### src/rtl/hazard_unit.sv
// Pipeline hazard unit: load-use stall, control flush, operand forwarding, event counters.
// Latency: stall/flush/forward outputs are combinational; shadow pipeline advances one stage per edge.
// Backpressure: stall_f/stall_d hold the front end on a load-use hazard; a taken branch overrides the stall.
module hazard_unit (
    input  logic        clk,
    input  logic        rst,
    input  logic [31:0] instr_d,
    input  logic [1:0]  result_src_e,
    input  logic        pc_src_e,
    input  logic        reg_write_m,
    input  logic        reg_write_w,
    output logic        stall_f,
    output logic        stall_d,
    output logic        flush_d,
    output logic        flush_e,
    output logic [1:0]  forward_a_e,
    output logic [1:0]  forward_b_e,
    output logic [15:0] stall_cnt,
    output logic [15:0] flush_cnt
);

    localparam logic [6:0] OP_LUI    = 7'b0110111;
    localparam logic [6:0] OP_AUIPC  = 7'b0010111;
    localparam logic [6:0] OP_JAL    = 7'b1101111;
    localparam logic [6:0] OP_RTYPE  = 7'b0110011;
    localparam logic [6:0] OP_STORE  = 7'b0100011;
    localparam logic [6:0] OP_BRANCH = 7'b1100011;

    localparam logic [1:0] FWD_RF = 2'b00;
    localparam logic [1:0] FWD_W  = 2'b01;
    localparam logic [1:0] FWD_M  = 2'b10;

    logic [6:0] op_d;
    logic       rs1_used;
    logic       rs2_used;
    logic       rd_used;
    logic [4:0] rs1_d;
    logic [4:0] rs2_d;
    logic [4:0] rd_d;

    // Shadow copies of the register specifiers travelling down the main pipeline
    logic [4:0] rs1_e;
    logic [4:0] rs2_e;
    logic [4:0] rd_e;
    logic [4:0] rd_m;
    logic [4:0] rd_w;

    logic lw_stall;

    // Instruction bits that never name a register, plus the non-load result_src encoding
    logic unused_bits;
    assign unused_bits = ^{instr_d[31:25], instr_d[14:12], result_src_e[1]};

    // Selects the bypass source for one operand; the younger M result beats W, x0 never forwards
    function automatic logic [1:0] fwd_sel(input logic [4:0] rs,
                                           input logic [4:0] rdm, input logic wm,
                                           input logic [4:0] rdw, input logic ww);
        logic [1:0] sel;
        sel = FWD_RF;
        if (rs != 5'd0 && rs == rdm && wm)
            sel = FWD_M;
        else if (rs != 5'd0 && rs == rdw && ww)
            sel = FWD_W;
        return sel;
    endfunction

    // Decode which register fields the D-stage instruction really uses; unused fields read as x0
    always_comb begin
        op_d     = instr_d[6:0];
        rs1_used = !(op_d == OP_LUI || op_d == OP_AUIPC || op_d == OP_JAL);
        rs2_used = (op_d == OP_RTYPE || op_d == OP_STORE || op_d == OP_BRANCH);
        rd_used  = !(op_d == OP_STORE || op_d == OP_BRANCH);
        rs1_d    = rs1_used ? instr_d[19:15] : 5'd0;
        rs2_d    = rs2_used ? instr_d[24:20] : 5'd0;
        rd_d     = rd_used  ? instr_d[11:7]  : 5'd0;
    end

    // Hazard detection and control; a taken branch squashes the stall since the dependent op is discarded
    always_comb begin
        lw_stall    = result_src_e[0] && (rd_e != 5'd0) && (rs1_d == rd_e || rs2_d == rd_e);
        stall_f     = lw_stall && !pc_src_e;
        stall_d     = lw_stall && !pc_src_e;
        flush_d     = pc_src_e;
        flush_e     = lw_stall || pc_src_e;
        forward_a_e = fwd_sel(rs1_e, rd_m, reg_write_m, rd_w, reg_write_w);
        forward_b_e = fwd_sel(rs2_e, rd_m, reg_write_m, rd_w, reg_write_w);
    end

    // Advance the shadow pipeline; D/E takes a bubble on flush and is never held by stall_d
    always_ff @(posedge clk or posedge rst) begin
        if (rst) begin
            rs1_e <= 5'd0;
            rs2_e <= 5'd0;
            rd_e  <= 5'd0;
            rd_m  <= 5'd0;
            rd_w  <= 5'd0;
        end else begin
            if (flush_e) begin
                rs1_e <= 5'd0;
                rs2_e <= 5'd0;
                rd_e  <= 5'd0;
            end else begin
                rs1_e <= rs1_d;
                rs2_e <= rs2_d;
                rd_e  <= rd_d;
            end
            rd_m <= rd_e;
            rd_w <= rd_m;
        end
    end

    // Saturating event counters for load-use stall cycles and control-flush cycles
    always_ff @(posedge clk or posedge rst) begin
        if (rst) begin
            stall_cnt <= 16'd0;
            flush_cnt <= 16'd0;
        end else begin
            if (stall_d && stall_cnt != 16'hFFFF)
                stall_cnt <= stall_cnt + 16'd1;
            if (pc_src_e && flush_cnt != 16'hFFFF)
                flush_cnt <= flush_cnt + 16'd1;
        end
    end

endmodule
### config.mk
export PLATFORM = sky130hd
export DESIGN_NAME = hazard_unit
export DESIGN_NICKNAME = d
export VERILOG_FILES = /design/src/rtl/hazard_unit.sv
export SDC_FILE = /design/constraint.sdc
export NUM_CORES = 1
export LEC_CHECK = 0
export BUFFER_PORTS_ARGS = -buffer_cell sky130_fd_sc_hd__buf_2
export CORE_MARGIN = 3
export CORE_UTILIZATION = 50
export DETAILED_ROUTE_END_ITERATION = 10
export PLACE_DENSITY_LB_ADDON = 0.25
export SLEW_MARGIN = 10
export SYNTH_ARGS = -nofsm -noshare
export SYNTH_HDL_FRONTEND = slang
export SYNTH_SLANG_ARGS = --single-unit
export TNS_END_PERCENT = 5
### constraint.sdc
create_clock -name clk -period 2.8 [get_ports clk]
set_clock_uncertainty 0.1 [all_clocks]
set_input_delay 0.14 -clock clk [delete_from_list [all_inputs] [get_ports clk]]
set_output_delay 0.14 -clock clk [all_outputs]
set_load 0.03 [all_outputs]
=== Yosys cells after proc, flatten, opt, wreduce, memory -nomap -nowiden ===
Cells that the tools add are included.

* Register bits after elaboration: 57
* Input port bits: 39
* Output and inout bits: 40
* Word-level logic and storage cells: 57

* Add/subtract/negate cells: 2
* Eq/ne operators: 14
* Multiplexer cells: 10
* Reductions and logical operators: 24

{| class="wikitable"
|+ Operators by type and width
! cell !! number
|-
| $add A16 B1 Y16 const B || 2
|-
| $ne A16 B16 Y1 const B || 2
|-
| $eq A5 B5 Y1 || 6
|-
| $mux W5 || 6
|-
| $eq A7 B6 Y1 const B || 3
|-
| $reduce_bool A5 Y1 || 3
|-
| $eq A7 B7 Y1 const B || 2
|-
| $logic_and A1 B1 Y1 || 13
|-
| $eq A7 B5 Y1 const B || 1
|-
| $logic_or A1 B1 Y1 || 7
|-
| $mux W2 || 2
|-
| $mux W1 || 2
|-
| $logic_not A1 Y1 || 1
|}

=== Longest topological paths before layout ===
Gate-level depths: netlist of run 1.

* Word-level depth: 9
* Mapped depth: 9
* Gate-level depth less buffers: 7

=== Worst setup path before layout of run 1 ===
No wires, ideal clock.

* Path kind: flip-flop to output port
* Start: register rd_e[3]
* End: output port stall_f
* Arrival: 2.408 ns
* Data required time: 2.560 ns
* Setup slack: 0.152 ns
* Stages on the path, launching flop included: 10
* Path buffers: 3
* Cell sequence: dfrtp_1 > clkbuf_1 > nor4bb_1 > a31oi_1 > o32a_1 > nor4_4 > buf_2 > nor2_1 > nor2_1 > buf_4

* Longest elaborated chain between the ends: 4

{| class="wikitable"
|+ RTL lines
! what !! RTL line !! source
|-
| start: declaration || 44 || <nowiki>logic [4:0] rd_e;</nowiki>
|-
| start signal: assignment || 105 || <nowiki>rd_e <= rd_d;</nowiki>
|-
| $eq A5 B5 Y1 / $reduce_bool A5 Y1 (equally long branches) || 80 || <nowiki>lw_stall = result_src_e[0] && (rd_e != 5'd0) && (rs1_d == rd_e || rs2_d == rd_e);</nowiki>
|-
| $logic_or A1 B1 Y1 / $logic_and A1 B1 Y1 (equally long branches) || 80 ||
|-
| $logic_and A1 B1 Y1 (*) || 80 ||
|-
| $logic_and A1 B1 Y1 (*) || n/a ||
|-
| end: declaration || 12 || <nowiki>output logic stall_f,</nowiki>
|}

Mark *: on every way between the ends. The rest lies on a longest branch, timed or not.

=== Final worst setup path of run 1 ===
* Start: input port instr_d[15]
* End: output port stall_d

* Longest elaborated chain between the ends: 5

{| class="wikitable"
|+ RTL lines
! what !! RTL line !! source
|-
| start: declaration || 7 || <nowiki>input logic [31:0] instr_d,</nowiki>
|-
| $mux W5 || 73 || <nowiki>rs1_d = rs1_used ? instr_d[19:15] : 5'd0;</nowiki>
|-
| $eq A5 B5 Y1 || 80 ||
|-
| $logic_or A1 B1 Y1 || 80 ||
|-
| $logic_and A1 B1 Y1 || 80 ||
|-
| $logic_and A1 B1 Y1 || 82 || <nowiki>stall_d = lw_stall && !pc_src_e;</nowiki>
|-
| end: declaration || 13 || <nowiki>output logic stall_d,</nowiki>
|}

Every way passes these cells.

==> impl_metrics.env, run 1 <==
export IMPL_final_nets=384
export IMPL_synthFlopType="dfrtp_1"
export IMPL_wl_um=6040
export IMPL_dr_pass1_iters=4
export IMPL_htreeDepth=3
export IMPL_antennaDiodeCount=0
export IMPL_cts_path_max_buffers=2
export IMPL_synthCells=258
export IMPL_fin_ws_ps=158
export IMPL_core_um2=5340
export IMPL_critPathArrivalTime_ps=2400
export IMPL_final_hold_viol_count=0
export IMPL_wl_met3_um=325
export IMPL_ioPinCount=79
export IMPL_die_width_um=81.9
export IMPL_fin_hold_ws_ps=11.2
export IMPL_synth_area_top_cells="dfrtp_1, xnor2_1, and3_1"
export IMPL_irDropWorstVdd_mv=0.330
export IMPL_synth_area_um2=2880
export IMPL_cts_sinks=57
export IMPL_critPathMaxFanout=10
export IMPL_final_min_clock_period_ps=2640
export IMPL_drive_above_1_share_pct=27.9
export IMPL_ant_nets=0
export IMPL_syn_to_final_growth_pct=25.0
export IMPL_cts_buffers=9
export IMPL_critPathCaptureType="output port"
export IMPL_fin_tns_setup_ps=0
export IMPL_die_h_um=81.9
export IMPL_cp_required_ps=2560
export IMPL_die_area_um2=6700
export IMPL_synth_edf_count=0
export IMPL_grt_antenna_before_repair=0
export IMPL_path_depth=8
export IMPL_row_count=26
export IMPL_clk_pin_slew_ps=60
export IMPL_netlist_cell_type_count=43
export IMPL_netlist_top_cells_count="dfrtp_1, xnor2_1, and3_1, nor2_1"
export IMPL_p_leak_nw=1.73
export IMPL_grt_pass1_wl_um=10300
export IMPL_hold_path_class="in -> reg"
export IMPL_worstHoldPathCells=2
export IMPL_top_layer_used="met4"
export IMPL_syn_num_nets=299
export IMPL_cts_root_buf="clkbuf_8"
export IMPL_grt_max_degree=40
export IMPL_clock_fmax_mhz=379
export IMPL_power_mw=2.31
export IMPL_max_slew_worst_pin_slew_ps=797
export IMPL_start_kind="input pin"
export IMPL_stdcell_area_um2=3600
export IMPL_dpl_cell_area_um2=3290
export IMPL_p_per_area_nw_per_um2=642
export IMPL_vias=2273
export IMPL_met1_length_um=2660
export IMPL_dpl_hpwl_um=4440
export IMPL_slew_headroom_pct=46.8
export IMPL_fin_crit_sh_pct=94.4
export IMPL_criticalPathCategory="in -> out"
export IMPL_drt_iter0_drc=58
export IMPL_synthArstFlopShare_pct=100
export IMPL_synth_most_common_cell="dfrtp_1"
export IMPL_grt_overflow_total=0
export IMPL_cts_tree="done"
export IMPL_seq_area_frac_synth_pct=49.6
export IMPL_status="finished, final reports clean"
export IMPL_slew_viol_final=0
export IMPL_avgRoutedWirePerCell_um=14.4
export IMPL_reg2reg_depth=7
export IMPL_floorplan_initialDensity_pct=53.9
export IMPL_clkLatencyLatePin_ps=330
export IMPL_place_ws_ps=392
export IMPL_rsz0062_at_grt="no"
export IMPL_ys_ff_latch=57
export IMPL_grt_usage_pct=20.2
export IMPL_io_buffers=67
export IMPL_drc=0
export IMPL_crit_chain="dlygate4sd3_1 > buf_2 > or2_2 > a211o_1 > a211oi_4 > nor2_1 > nor2_1 > buf_2"
export IMPL_crit_buf_inv=3
export IMPL_cp_slowest_stage_delay_ps=530
export IMPL_drv_cap=0
export IMPL_synth_area_per_cell_um2=11.1
export IMPL_viasPerCell=5.44
export IMPL_crit_slowest_cell="dlygate4sd3_1"
export IMPL_gp_congestion=0.813
export IMPL_critPathTopFamily="buffers and inverters"
export IMPL_yosysWarnings=0
export IMPL_finalSetupViolCount=0
export IMPL_synth_top_area_share_pct=49.6
export IMPL_grt_pass1_vias=2235
export IMPL_yosysTopAreaCell="dfrtp_1"
export IMPL_routed_wl_met2_um=2990
final timing paths:
kind	startpoint	slack [ps]	end
setup / recovery	instr_d[15]	160	stall_d
min in group asynchronous	rst	410	flush_cnt[5]
setup reg to reg	rd_e[3]	450	stall_cnt[14]
hold / removal	instr_d[23]	10	rs2_e[3]
max in group asynchronous	rst	1530	rd_m[2]
hold reg to reg	rd_m[3]	340	rd_w[3]
per-stage QoR:
step | utilization (%) | instances
6_report | 67.4 | 418
5_1_grt | 67.4 | 418
4_1_cts | 67.3 | 418
3_5_place_dp | 61.7 | 392
3_3_place_gp | 61.7 | 392
2_1_floorplan | - | 258
cells in the final DEF (no fill, tap or decap), types with 2 or more instances in the layout:
cell type / synthesis / final
buf_2: 1 / 67
dfrtp_1: 57 / 57
xnor2_1: 44 / 44
and3_1: 21 / 21
nor2_1: 15 / 15
xor2_1: 12 / 12
nand2_1: 12 / 12
nand4_1: 11 / 11
o211ai_1: 10 / 10
dlygate4sd3_1: 0 / 10
clkbuf_8: 0 / 9
nand3_1: 7 / 7
nor3_1: 6 / 6
inv_1: 7 / 6
and4_1: 5 / 5
buf_4: 3 / 5
o2111ai_1: 4 / 4
nor4_1: 4 / 4
a31oi_1: 3 / 3
mux2i_1: 2 / 2
nor4bb_1: 2 / 2
o32a_1: 2 / 2
or4_1: 2 / 2
and2_1: 2 / 2
o21ai_1: 2 / 2
ha_1: 2 / 2
clkinvlp_4: 0 / 2
registers in the layout, summed over array words and instances (netlist names):
register	cells
rd_w	5
rd_e	5
flush_cnt	16
stall_cnt	16
rd_m	5
rs1_e	5
rs2_e	5
routing by layer:
layer	vias to the layer above	GRT usage, %
met1	1101	26.4
met2	62	31.2
met3	6	6.80
met4	0	7.48
met5	-	0
li1	1104	-
power by group:
group	switching (mW)	leakage (nW)	internal [mW]
logic	0.326	0.882	0.208
clock network	0.327	0.0929	0.413
registers	0.118	0.755	0.918
total	0.771	1.73	1.54
what timing repair did:
action                     in CTS  in global routing
hold endpoints to repair       46                  0
setup endpoints to repair       0                  1
resized for setup               0                  1
setup buffers                   0                  0
hold buffers                   10                  0
cells by family after synthesis:
logic type	count (synthesis)	share of synthesized area (%)
AO/OA/AOI/OAI	27	7.96
XOR/XNOR	56	17.1
adder cells (fa/ha/maj)	2	0.870
buffers and inverters	15	2.39
flip-flops	57	49.6
multiplexers	4	1.48
AND/OR/NAND/NOR	97	20.7
cell type report:
| class | count | area, um^2 |
|---|---|---|
| Clock buffer | 10 | 128 |
| Clock inverter | 6 | 67.6 |
| Fill cell | 433 | 1740 |
| Inverter | 7 | 26.3 |
| Multi-Input combinational cell | 186 | 1390 |
| Sequential cell | 57 | 1430 |
| Tap cell | 70 | 87.6 |
| Timing Repair Buffer | 82 | 473 |
Note: power is estimated with default switching activity, not from simulation.
==> run 2: changes to the inputs <==
CORE_UTILIZATION = 47   (was 50)
clock period = 2.2 ns   (was 2.8 ns; I/O delays follow)
==> run 2 against run 1 <==
Net effect: the flow now finishes with violations (negative setup slack); critical endpoint unchanged; core utilization about the same; sequential power increased by 26%; register-to-register slack worse by 490 ps; setup slack worse by 220 ps; routed wire length increased by 6.4%; non-clock buffer count is 20 higher; total power rose by 30%; sequential share of layout area decreased by 2.5 points; design area up 7.0%.
==> impl_metrics.env, run 2 (synthesized netlist as in run 1, its figures left out) <==
export IMPL_status="complete, but fails checks"
export IMPL_violations="negative setup slack"
export IMPL_start_kind="register"
export IMPL_drv_cap=0
export IMPL_die_area_um2=7090
export IMPL_pwr_share_clk_pct=32.4
export IMPL_gp_congestion=0.820
export IMPL_fin_ws_ps=-61.0
export IMPL_viasPerCell=5.34
export IMPL_cts_path_max_buffers=2
export IMPL_ant_nets=0
export IMPL_grt_usage_pct=19.2
export IMPL_finalSetupViolCount=4
export IMPL_final_min_clock_period_ps=2260
export IMPL_clkLatencyLatePin_ps=330
export IMPL_reg_largest_list="flush_cnt x16, stall_cnt x16"
export IMPL_floorplan_initialDensity_pct=50.4
export IMPL_ioPinCount=79
export IMPL_rsz0062_at_grt="yes"
export IMPL_fin_hold_ws_ps=51.1
export IMPL_grt_pass1_wl_um=11000
export IMPL_irDropWorstVdd_mv=0.651
export IMPL_die_h_um=84.2
export IMPL_mostFrequentLayoutCells="buf_2, dfrtp_1, xnor2_1"
export IMPL_grt_max_degree=31
export IMPL_core_um2=5710
export IMPL_combinationalPowerShare_pct=24.1
export IMPL_max_slew_worst_pin_slew_ps=636
export IMPL_drc=0
export IMPL_fin_crit_sh_pct=103
export IMPL_final_hold_viol_count=0
export IMPL_swShare_pct=32.3
export IMPL_die_width_um=84.2
export IMPL_avgRoutedWirePerCell_um=14.6
export IMPL_drive_above_1_share_pct=33.0
export IMPL_wl_um=6420
export IMPL_seq_area_um2=1430
export IMPL_fillers=440
export IMPL_grt_antenna_before_repair=0
export IMPL_syn_to_final_growth_pct=33.7
export IMPL_cp_required_ps=1990
export IMPL_hold_path_class="in -> reg"
export IMPL_switchingPower_mw=0.973
export IMPL_fin_cells=439
export IMPL_multi_input_area_um2=1420
export IMPL_cts_root_buf="clkbuf_8"
export IMPL_internal_power_mw=2.04
export IMPL_p_leak_nw=1.85
export IMPL_critPathCaptureType="output port"
export IMPL_final_nets=404
export IMPL_cts_sinks=57
export IMPL_grt_overflow_total=0
export IMPL_antennaDiodeCount=0
export IMPL_seqPwrFrac_pct=43.5
export IMPL_clock_fmax_mhz=442
export IMPL_slew_headroom_pct=57.5
export IMPL_critPathArrivalTime_ps=2050
export IMPL_dr_pass1_iters=4
export IMPL_placed_cells=402
export IMPL_p_per_area_nw_per_um2=784
export IMPL_cts_tree="done"
export IMPL_drt_iter0_drc=103
export IMPL_row_count=27
export IMPL_clk_pin_slew_ps=60
export IMPL_final_core_util_pct=67.4
export IMPL_grt_pass1_vias=2350
export IMPL_vias=2346
export IMPL_critPathMaxFanout=3
export IMPL_cts_buffers=9
export IMPL_dpl_hpwl_um=4420
export IMPL_slew_viol_final=0
export IMPL_criticalPathCategory="reg -> out"
export IMPL_layout_commonest_cell="buf_2"
export IMPL_htreeDepth=3
export IMPL_io_buffers=67
==> run 2: cell count changes in the layout (fill, tap and decap cells not counted), moves of 2 or more <==
cell | previous run | this run
buf_2 | 67 | 62
buf_4 | 5 | 18
buf_6 | 0 | 6
clkbuf_8 | 9 | 11
clkinvlp_4 | 2 | 0
dfrtp_1 | 57 | 55
dfrtp_2 | 0 | 2
dlygate4sd3_1 | 10 | 15
nor2_1 | 15 | 11
nor2_2 | 0 | 3
==> run 2: per-stage QoR <==
step | setup slack (ps) | total power, mW | area, um^2 | setup TNS (ps)
floorplan | -229 | 1.79 | 2890 | -491
finish | -61.0 | 3.01 | 3850 | -198
CTS | -48.0 | 3.03 | 3800 | -99.0
global placement | -8.00 | 2.00 | 3380 | -8.00
global route | -162 | 3.18 | 3850 | -1090
detailed placement | -63.9 | 2.01 | 3380 | -250
==> run 2: cell type report <==
cell class	instances	area share (%)
Sequential cell	57	37.2
Multi-Input combinational cell	186	37.0
Inverter	7	0.683
Tap cell	72	2.34
Clock inverter	3	1.04
Timing Repair Buffer	102	17.8
Clock buffer	12	4.03
==> run 2: per-layer routing <==
metal / vias up / routed length, um / GRT usage [%]
li1: 1141 / - / -
met1: 1132 / 2800 / 24.7
met2: 63 / 3170 / 30.9
met3: 10 / 343 / 4.71
met4: 0 / 102 / 7.89
met5: - / 0 / 0
==> run 2: critical path, cell delays in order (launching register included) <==
cell	delay (ps)
dfrtp_1	420
nor4bb_2	290
a31oi_1	70
o32a_1	220
nor4_4	270
buf_4	180
nor2_2	40
nor2_4	100
buf_6	140
==> run 2: worst paths after layout <==
| check | start | end | slack [ps] | cells past startpoint |
|---|---|---|---|---|
| min in group asynchronous | rst | flush_cnt[13] | 310 | 3 |
| min reg2reg | rd_m[4] | rd_w[4] | 340 | 0 |
| max | rd_e[0] | stall_d | -60 | 8 |
| min | instr_d[24] | rs2_e[4] | 50 | 4 |
| max in group asynchronous | rst | rd_e[3] | 1090 | 4 |
| max reg2reg | rd_e[0] | stall_cnt[1] | -40 | 8 |
==> run 2: repair_timing <==
action,4_1_cts,5_1_grt
cloned,0,0
resized for setup,15,5
buffers inserted,4,3
pin swaps,6,8
endpoints found under the hold margin,43,0
endpoints found under the setup margin,5,20
hold buffers,15,0
==> run 2: power groups by stage <==
stage / logic [mW] / registers [mW] / clock network (mW)
3_5_place_dp: 0.684 / 1.33 / 0
4_1_cts: 0.725 / 1.31 / 0.993
6_report: 0.725 / 1.31 / 0.977
2_1_floorplan: 0.296 / 1.49 / 0
5_1_grt: 0.786 / 1.34 / 1.06
3_3_place_gp: 0.674 / 1.32 / 0
==> run 3: changes to the inputs <==
PLACE_DENSITY_LB_ADDON = 0.05   (was 0.25)
==> run 3 against run 2 <==
Net effect: the run still ends with negative setup slack left; first-iteration DRC count is 9.7% higher; core utilization grew 0.22 points; non-clock buffer count is 2 higher; worst hold slack improved by 17 ps; sequential power about the same; critical path depth is the same; design area increased by 0.33%; register-to-register slack better by 40 ps; clock-buffer cell count down 1; final cell count rose by 0.68%; total power decreased by 0.30%; die area unchanged; critical endpoint unchanged; highest routed layer unchanged.
==> impl_metrics.env, run 3 (synthesized netlist as in run 1, its figures left out) <==
export IMPL_status="complete, but fails checks"
export IMPL_violations="negative setup slack"
export IMPL_placed_cells=405
export IMPL_cts_path_max_buffers=2
export IMPL_final_nets=406
export IMPL_p_leak_nw=1.85
export IMPL_critPathMaxFanout=4
export IMPL_die_h_um=84.2
export IMPL_grt_overflow_total=0
export IMPL_final_min_clock_period_ps=2310
export IMPL_io_buffers=67
export IMPL_die_area_um2=7090
export IMPL_fin_hold_ws_ps=67.7
export IMPL_grt_usage_pct=19.6
export IMPL_layout_commonest_cell="buf_2"
export IMPL_ioPinCount=79
export IMPL_grt_max_degree=58
export IMPL_fin_ws_ps=-105
export IMPL_worstHoldStart="instr_d[24]"
export IMPL_dr_pass1_iters=4
export IMPL_place_ws_ps=-68.7
export IMPL_crit_buf_inv=2
export IMPL_viasPerCell=5.31
export IMPL_rsz0062_at_grt="yes"
export IMPL_critPathLaunch="rd_e[0]"
export IMPL_criticalPathCategory="reg -> out"
export IMPL_floorplan_initialDensity_pct=50.4
export IMPL_critPathTopFamily="simple AND/OR/NAND/NOR gates"
export IMPL_gp_congestion=0.832
export IMPL_cts_sinks=57
export IMPL_drc=0
export IMPL_vias=2348
export IMPL_final_hold_viol_count=0
export IMPL_power_mw=3.00
export IMPL_core_um2=5710
export IMPL_clkLatencyLatePin_ps=320
export IMPL_drive_above_1_share_pct=33.8
export IMPL_cts_buffers=9
export IMPL_max_slew_worst_pin_slew_ps=690
export IMPL_grt_antenna_before_repair=0
export IMPL_cp_required_ps=1990
export IMPL_drv_cap=0
export IMPL_reg_largest_list="flush_cnt x16, stall_cnt x16"
export IMPL_finalSetupViolCount=4
export IMPL_dpl_hpwl_um=4520
export IMPL_critPathArrivalTime_ps=2100
export IMPL_row_count=27
export IMPL_fin_cells=442
export IMPL_crit_chain="nor4bb_2 > a31oi_1 > o32a_1 > nor4_4 > buf_4 > nor2_1 > nor2_4 > buf_6"
export IMPL_slew_viol_final=0
export IMPL_stdcell_area_um2=3860
export IMPL_die_width_um=84.2
export IMPL_slew_headroom_pct=54.0
export IMPL_grt_pass1_wl_um=11300
export IMPL_final_core_util_pct=67.6
export IMPL_irDropWorstVdd_mv=0.533
export IMPL_p_per_area_nw_per_um2=779
export IMPL_hold_path_class="in -> reg"
export IMPL_crit_slowest_cell="dfrtp_1"
export IMPL_syn_to_final_growth_pct=34.1
export IMPL_clock_fmax_mhz=434
export IMPL_fillers=459
export IMPL_cp_slowest_stage_delay_ps=420
export IMPL_grt_pass1_vias=2442
export IMPL_cts_tree="done"
export IMPL_drt_iter0_drc=113
export IMPL_antennaDiodeCount=0
export IMPL_mostFrequentLayoutCells="buf_2, dfrtp_1, xnor2_1"
export IMPL_wl_um=6470
export IMPL_avgRoutedWirePerCell_um=14.6
export IMPL_clk_pin_slew_ps=70
export IMPL_fin_crit_sh_pct=105
export IMPL_dpl_cell_area_um2=3390
export IMPL_fin_tns_setup_ps=-270
export IMPL_htreeDepth=3
export IMPL_cts_root_buf="clkbuf_8"
export IMPL_ant_nets=0
export IMPL_start_kind="register"
export IMPL_critPathCaptureType="output port"
export IMPL_reg2reg_slack_ps=0
export IMPL_r2r_start="rd_e[0]"
==> run 3: final cells by class <==
type	count	area [um^2]	share of cell area [%]
well taps	72	90.1	2.33
clock buffers	11	141	3.66
inverters	7	26.3	0.681
multi-input cells	186	1430	37.1
repair buffers	104	686	17.8
flip-flops and latches	57	1430	37.0
clock inverters	5	55.1	1.43
==> run 3: power by group <==
part	internal [mW]	leakage [nW]	switching, mW
logic	0.306	1.00	0.432
clock network	0.550	0.0953	0.413
registers	1.17	0.754	0.136
total	2.02	1.85	0.980
==> run 3: repair_timing <==
action | 4_1_cts | 5_1_grt
endpoints found under the hold margin | 71 | 0
setup buffers | 6 | 0
pin swaps | 6 | 3
setup endpoints to repair | 4 | 36
hold buffers | 15 | 0
resized for setup | 14 | 7
==> run 3: tightest hold or removal path, delay by kind of cell <==
kind                   cells  cell delay [ps]
AND/OR/NAND/NOR            2              200
buffers and inverters      2              130
==> run 3: final timing paths <==
path / endpoint / cells after the start
worst max-delay path: stall_d / 8
worst min-delay path: rs2_e[4] / 4
worst max register to register: stall_cnt[1] / 8
worst min register to register: rd_w[1] / 0
max in group asynchronous: rd_e[3] / 4
min in group asynchronous: rd_m[3] / 4
==> run 3: routing by layer <==
| layer | GRT usage, % | wire length [um] | up-vias |
|---|---|---|---|
| li1 | - | - | 1147 |
| met1 | 26.5 | 2990 | 1136 |
| met2 | 31.5 | 3110 | 59 |
| met3 | 3.83 | 298 | 6 |
| met4 | 6.87 | 73 | 0 |
| met5 | 0 | 0 | - |
